### src/rtl/dsss_tx_scheduler.sv
// dsss_tx_scheduler
//   Shares one DSSS/CDMA transmit chain between two requesters. Whole frames
//   are granted round-robin. The granted DATA_W-bit payload is shifted out MSB
//   first, and each bit is held for CHIPS_PER_BIT clocks. After each frame the
//   block waits GUARD_CYCLES idle clocks before it issues another grant.
// Ports
//   clk, rst          clock, synchronous active-high reset
//   i_enable          1 = new grants allowed (a frame in flight always completes)
//   i_req_valid[1:0]  per-user frame request
//   i_req_data0/1     per-user payload, captured on handshake
//   o_req_ready[1:0]  one-hot combinational accept, only in IDLE
//   o_tx_bit          current data bit to the transmitter data_in
//   o_tx_user         code select to the transmitter user_select
//   o_tx_active       high while a frame is being chipped out
//   o_frame_done      1-cycle pulse the cycle after the last chip
//   o_done_user       user of the completed frame, valid with o_frame_done
module dsss_tx_scheduler #(
  parameter int DATA_W        = 16,
  parameter int CHIPS_PER_BIT = 6,
  parameter int GUARD_CYCLES  = 6
) (
  input  logic              clk,
  input  logic              rst,
  input  logic              i_enable,
  input  logic [1:0]        i_req_valid,
  input  logic [DATA_W-1:0] i_req_data0,
  input  logic [DATA_W-1:0] i_req_data1,
  output logic [1:0]        o_req_ready,
  output logic              o_tx_bit,
  output logic              o_tx_user,
  output logic              o_tx_active,
  output logic              o_frame_done,
  output logic              o_done_user
);

  localparam int CW = (CHIPS_PER_BIT > 1) ? $clog2(CHIPS_PER_BIT) : 1;
  localparam int BW = (DATA_W > 1)        ? $clog2(DATA_W)        : 1;
  localparam int GW = (GUARD_CYCLES > 1)  ? $clog2(GUARD_CYCLES)  : 1;
  localparam logic [CW-1:0] CHIP_LAST  = CW'(CHIPS_PER_BIT - 1);
  localparam logic [BW-1:0] BIT_LAST   = BW'(DATA_W - 1);
  localparam logic [GW-1:0] GUARD_LAST = GW'((GUARD_CYCLES > 0) ? GUARD_CYCLES - 1 : 0);

  typedef enum logic [1:0] {S_IDLE, S_SEND, S_GUARD} state_t;

  state_t            r_state, w_next;
  logic [DATA_W-1:0] r_shreg;
  logic [CW-1:0]     r_chip_cnt;
  logic [BW-1:0]     r_bit_cnt;
  logic [GW-1:0]     r_guard_cnt;
  logic              r_tx_user;
  logic              r_last_grant;
  logic              r_frame_done;

  logic w_grant, w_hs, w_last_chip;

  // Round robin only matters when both users request; otherwise the sole
  // requester wins. rst masks the accept so that no transfer is seen while
  // reset is asserted.
  assign w_grant     = (&i_req_valid) ? ~r_last_grant : i_req_valid[1];
  assign w_hs        = (r_state == S_IDLE) && i_enable && (|i_req_valid) && !rst;
  assign w_last_chip = (r_state == S_SEND) && (r_chip_cnt == CHIP_LAST) &&
                       (r_bit_cnt == BIT_LAST);

  always_ff @(posedge clk) begin
    if (rst) r_state <= S_IDLE;
    else     r_state <= w_next;
  end

  always_comb begin
    w_next      = r_state;
    o_req_ready = 2'b00;
    case (r_state)
      S_IDLE: begin
        if (w_hs) begin
          w_next      = S_SEND;
          o_req_ready = w_grant ? 2'b10 : 2'b01;
        end
      end
      // With no guard the frame_done cycle is already IDLE and can accept.
      S_SEND:  if (w_last_chip) w_next = (GUARD_CYCLES == 0) ? S_IDLE : S_GUARD;
      S_GUARD: if (r_guard_cnt == GUARD_LAST) w_next = S_IDLE;
      default: w_next = S_IDLE;
    endcase
  end

  always_ff @(posedge clk) begin
    if (rst) begin
      r_shreg      <= '0;
      r_chip_cnt   <= '0;
      r_bit_cnt    <= '0;
      r_guard_cnt  <= '0;
      r_tx_user    <= 1'b0;
      r_last_grant <= 1'b1;
      r_frame_done <= 1'b0;
    end else begin
      r_frame_done <= w_last_chip;
      // Guard is counted from the frame_done cycle, which is its first cycle.
      r_guard_cnt  <= (r_state == S_GUARD) ? r_guard_cnt + 1'b1 : '0;
      if (w_hs) begin
        r_shreg      <= w_grant ? i_req_data1 : i_req_data0;
        r_chip_cnt   <= '0;
        r_bit_cnt    <= '0;
        r_tx_user    <= w_grant;
        r_last_grant <= w_grant;
      end else if (r_state == S_SEND) begin
        if (r_chip_cnt == CHIP_LAST) begin
          r_chip_cnt <= '0;
          r_bit_cnt  <= (r_bit_cnt == BIT_LAST) ? '0 : r_bit_cnt + 1'b1;
          r_shreg    <= r_shreg << 1;
        end else begin
          r_chip_cnt <= r_chip_cnt + 1'b1;
        end
      end
    end
  end

  assign o_tx_active  = (r_state == S_SEND);
  assign o_tx_bit     = o_tx_active & r_shreg[DATA_W-1];
  assign o_tx_user    = r_tx_user;
  assign o_frame_done = r_frame_done;
  assign o_done_user  = r_frame_done & r_tx_user;

endmodule
### config.mk
export PLATFORM = sky130hd
export DESIGN_NAME = dsss_tx_scheduler
export DESIGN_NICKNAME = d
export VERILOG_FILES = /design/src/rtl/dsss_tx_scheduler.sv
export SDC_FILE = /design/constraint.sdc
export NUM_CORES = 1
export LEC_CHECK = 0
export ABC_CLOCK_PERIOD_IN_PS = 2000
export CAP_MARGIN = 20
export CORE_MARGIN = 3
export CORE_UTILIZATION = 25
export CTS_CLUSTER_DIAMETER = 40
export DETAILED_ROUTE_END_ITERATION = 6
export DONT_BUFFER_PORTS = 1
export PLACE_DENSITY = 0.38
export SETUP_SLACK_MARGIN = 0.02
export SYNTH_ARGS = -nofsm -noshare
export SYNTH_HDL_FRONTEND = slang
export SYNTH_SLANG_ARGS = --single-unit
### constraint.sdc
create_clock -name clk -period 2 [get_ports clk]
set_clock_uncertainty 0.15 [all_clocks]
set_input_delay 0.3 -clock clk [delete_from_list [all_inputs] [get_ports clk]]
set_output_delay 0.3 -clock clk [all_outputs]
set_load 0.02 [all_outputs]
Word-level counts from Yosys, hierarchy flattened
Index checks and enable logic that the tools add are counted.
{"block": "word_totals", "input_bits": 37, "elab_cells": 53, "out_inout_bits": 7, "ff_bits": 31}
{"block": "op_classes", "mux": 14, "n_bitwise": 4, "addsub": 3, "eq_ne": 8, "reduce_logical": 16}
{"op": "16-bit two-way mux", "count": 4}
{"op": "2-bit two-way mux", "count": 6}
{"op": "3-bit by 1-bit adder with 3-bit output (second input constant)", "count": 2}
{"op": "3-bit equality test (second input constant)", "count": 2}
{"op": "2-bit one-hot mux with 3 select lines", "count": 1}
{"op": "2-bit AND reduction", "count": 3}
{"op": "2-bit OR reduction", "count": 3}
{"op": "1-bit logical AND", "count": 5}
{"op": "4-bit by 1-bit adder with 4-bit output (second input constant)", "count": 1}
{"op": "4-bit equality test (second input constant)", "count": 1}
{"op": "4-bit two-way mux", "count": 1}
{"op": "2-bit != test (second input constant)", "count": 2}
{"op": "2-bit nonzero test", "count": 2}
{"op": "3-bit two-way mux", "count": 1}
{"op": "3-bit AND reduction", "count": 1}
{"op": "1-bit bitwise AND", "count": 2}
{"op": "2-bit by 1-bit equality test with 1-bit output (second input constant)", "count": 1}
{"op": "2-bit equality test (second input constant)", "count": 1}
{"op": "2-bit logical NOT", "count": 1}
{"op": "2-bit by 1-bit != test with 1-bit output (second input constant)", "count": 1}
{"op": "1-bit NOT", "count": 2}
{"op": "1-bit logical NOT", "count": 1}
{"op": "1-bit two-way mux", "count": 1}

Depth between registers and ports, before layout
{"block": "logic_depth", "word_depth": 6, "depth_mapped": 6, "ltp_nobuf": 5}

Worst setup path before layout
No wires, ideal clock.
{"block": "synth_path", "path_type": "flip-flop to output port", "startpoint": "reg r_state[1]", "endpoint": "out o_req_ready[1]", "slack_ns": 0.028, "arrival_time_ns": 1.522, "t_required_ns": 1.550, "path_stages_with_launch": 6, "cell_sequence": "dfxtp_1 > buf_6 > or4_4 > buf_6 > buf_6 > nor2_1"}
{"block": "synth_between", "elab_chain_len": 6}
{"item": "start: declaration", "line_no": "45", "source": "state_t r_state, w_next;"}
{"item": "start signal: assignment", "line_no": "66", "source": "else r_state <= w_next;"}
{"item": "2-bit logical NOT *", "line_no": "60, 72"}
{"item": "1-bit logical AND (3 in a row)", "line_no": "60", "source": "assign w_hs = (r_state == S_IDLE) && i_enable && (|i_req_valid) && !rst;"}
{"item": "2-bit two-way mux", "line_no": "74", "source": "if (w_hs) begin"}
{"item": "2-bit two-way mux *", "line_no": "72", "source": "case (r_state)"}
{"item": "end: declaration", "line_no": "28", "source": "output logic [1:0] o_req_ready,"}
Mark *: on every way between the ends. The rest lies on a longest branch, timed or not.

Final worst setup path
{"block": "layout_path", "startpoint": "reg r_state[0]", "endpoint": "out o_req_ready[1]"}
Same word-level chain as after synthesis.

==> metrics.md <==
| Metric | Value |
|---|---|
| Critical path class | flip-flop to output pin |
| CTS Buf Count | 5 |
| Ratio of cells with drive above 1 in the final layout | 22.2% |
| HP Class | input pin to flip-flop |
| I/O pins | 44 |
| Worst-margin pin slew | 0.789 ns |
| DP Wirelength | 3.16 mm |
| Filler cells | 661 |
| Max IR drop VDD | 0.000272 V |
| Drt pass-1 iters | 4 |
| FF+latch count, synth | 31 |
| Placed Area | 1700 um^2 |
| Hold Fails Final Rpt | 0 |
| Status | complete, no violations |
| Slowest Stage Delay on Critical Path | 0.61 ns |
| Initial antenna violation count | 0 |
| Clock root cell | clkbuf_8 |
| ANT cells | 0 |
| Routed length per instance | 16.5 um |
| Fmax | 0.514 GHz |
| H-tree Lvls | 2 |
| # port buffers | 0 |
| Leak | 0.732 nW |
| Largest net degree at the start of global routing | 19 |
| Placer Congestion | 0.762 |
| Post-layout min period | 1.94 ns |
| Final WL | 4.44 mm |
| Worst Path Buf+Inv | 1 |
| Chip Width | 86.1 um |
| DR vias/cell | 5.13 |
| Slew Viols, Final | 0 |
| Core area | 6060 um^2 |
| Critical path startpoint category | flip-flop |
| Fin area | 1860 um^2 |
| Mapped Cells | 183 |
| Iter 0 DRT Violations | 63 |
| CTS tree | built |
| Clk sink count | 31 |
| FFs w/ async S/R, synth | 0% |
| Crit-path slowest cell | or4_4 |
| Crit path DAT | 1.49 ns |
| Synth unique cells | 36 |
| MaxCap Viol Count | 0 |
| Worst slew margin | 47.3% |
| Synth warn | 0 |
| RSZ-0062 raised after global routing | false |
| Remaining global-route overflow | 0 |
| Syn nets | 223 |
| Global-route wire length before repair | 7.09 mm |
| Sequential share of the synthesized area | 38.7% |
| Final setup fails | 0 |
| DRC Markers | 0 |
| CTS clk-pin slew, worst paths | 0.07 ns |
| Clock Latency Late Sink | 0.29 ns |
| Reg power frac | 48.0% |
| Number of global-route vias before repair | 1,428 |
| Vias | 1,380 |
| CP Capture Type | output pin |
| Sw Ratio | 25.5% |
| Ys flop type | dfxtp_1 |
| Synth Cell Area | 1600 um^2 |
| Switching power | 0.355 mW |
| Setup TNS | 0 ns |
| Peak fanout along the critical path | 4 |
| Final net count | 233 |
| Initial cell density of the core | 26.4% |
| Die ar. | 7410 um^2 |
| Clk pwr share | 39.1% |
| Global Route Usage Sum | 12.5% |
| Critical path's top delay family | simple AND/OR/NAND/NOR gates |
| Internal cell power | 1.04 mW |
| Post-synth EDFFs | 0 |
| Power Density | 749 nW/um^2 |
| Max Root-Sink Buffers | 2 |
| Req. time, crit path | 1.55 ns |
| Combinational share of power | 12.9% |
| Post-route ant nets | 0 |
| Layout area overhead | 16.1% |
| Crit path cell chain | or4_4 -> nor2_4 -> buf_6 |
| Most common cell after layout, fill and taps aside | a211oi_1 |
| Cell row count | 28 |
| Most frequent cells in the layout | a211oi_1 (30), dfxtp_1 (29), nand2_1 (24), a21oi_1 (16), and3_1 (15) |
| Syn avg cell area | 8.76 um^2 |
| Die Y | 86.1 um |
| Crit share post-route | 97.2% |
[stage by stage]
| stage | hold WS, ns | util, % | instances | total power [mW] | worst slack [ns] |
|---|---|---|---|---|---|
| 2_1_floorplan | 0.271 | - | 183 | 0.805 | 0.0275 |
| 3_3_place_gp | 0.227 | 28.1 | 257 | 0.843 | 0.142 |
| 3_5_place_dp | 0.231 | 28.1 | 257 | 0.845 | 0.111 |
| 4_1_cts | 0.00693 | 30.3 | 268 | 1.40 | 0.0216 |
| 5_1_grt | 0.00795 | 30.7 | 269 | 1.46 | 0.0139 |
| 6_report | 0.0119 | 30.7 | 269 | 1.39 | 0.0558 |
[final cells by class]
type                            count  area [um^2]  share of cell area [%]
Clock buffer                        8          100                    5.38
Inverter                            3         11.3                   0.605
Multi-Input combinational cell    136          901                    48.4
Sequential cell                    31          626                    33.6
Tap cell                           75         93.8                    5.04
Timing Repair Buffer               16          129                    6.93
[per-layer routing]
metal | up-vias | track usage [%] | share of wire [%]
met5 | - | 0 | 0
met4 | 0 | 3.88 | 1.1
met3 | 4 | 3.36 | 3.9
met2 | 32 | 21.2 | 49
met1 | 656 | 15.4 | 46
li1 | 688 | - | -
[timing repair]
action                                  4_1_cts  5_1_grt
hold buffers                                  2        0
resized for setup                             3        5
setup buffers                                 1        1
hold endpoints to repair                     18        0
pin swaps                                     1        2
endpoints found under the setup margin        2        2
[power by group through the flow]
stage	Clock [mW]	Combinational, mW	Sequential [mW]
floorplan	0	0.128	0.676
global placement	0	0.161	0.682
detailed placement	0	0.163	0.682
CTS	0.558	0.177	0.669
global route	0.586	0.199	0.672
finish	0.545	0.180	0.669
[Yosys cell counts (2+ instances only)]
library cell	number	area [um^2]
and2_1	3	18.8
and3_1	15	93.8
nor2b_1	2	12.5
dfxtp_1	31	621
a211oi_1	30	225
nor2_1	11	41.3
xnor2_1	2	17.5
nand2_1	24	90.1
a21oi_2	6	52.6
inv_1	3	11.3
nand3b_1	3	22.5
buf_2	5	25.0
clkbuf_1	4	15.0
a21oi_1	16	80.1
buf_6	4	45.0
nand3_1	2	10.0
ha_1	3	37.5
[state kept, by name (all words and copies together), names as in the netlist]
name / cells
r_bit_cnt: 4
r_shreg: 16
o_tx_user: 1
r_chip_cnt: 3
o_frame_done: 1
r_guard_cnt: 3
r_state: 2
r_last_grant: 1
[worst paths after layout]
path                                                 from                        end  slack, ns  cells after the start
worst max-delay path              r_state[0]$_SDFFE_PP0P_             o_req_ready[1]       0.06                      3
worst min-delay path                      i_req_data0[13]   r_shreg[13]$_SDFFE_PP0P_       0.01                      2
worst max register to register    r_state[0]$_SDFFE_PP0P_   r_shreg[12]$_SDFFE_PP0P_       0.12                      5
worst min register to register  r_guard_cnt[0]$_SDFF_PP0_  r_guard_cnt[0]$_SDFF_PP0_       0.31                      1
[cell families (layout without fill, tap and decap cells)]
logic type                 after synthesis  in the layout  synth area share, %
and+or+nand+nor                         69             69                 23.6
AOI/OAI and AO/OA                       59             59                 26.4
DFF                                     31             31                 38.7
buffers and inverters                   16             27                 6.01
adders and majority gates                3              3                 2.34
xor gates and xnor gates                 3              3                 1.64
muxes                                    2              2                 1.33
(Power assumes the default switching activity.)
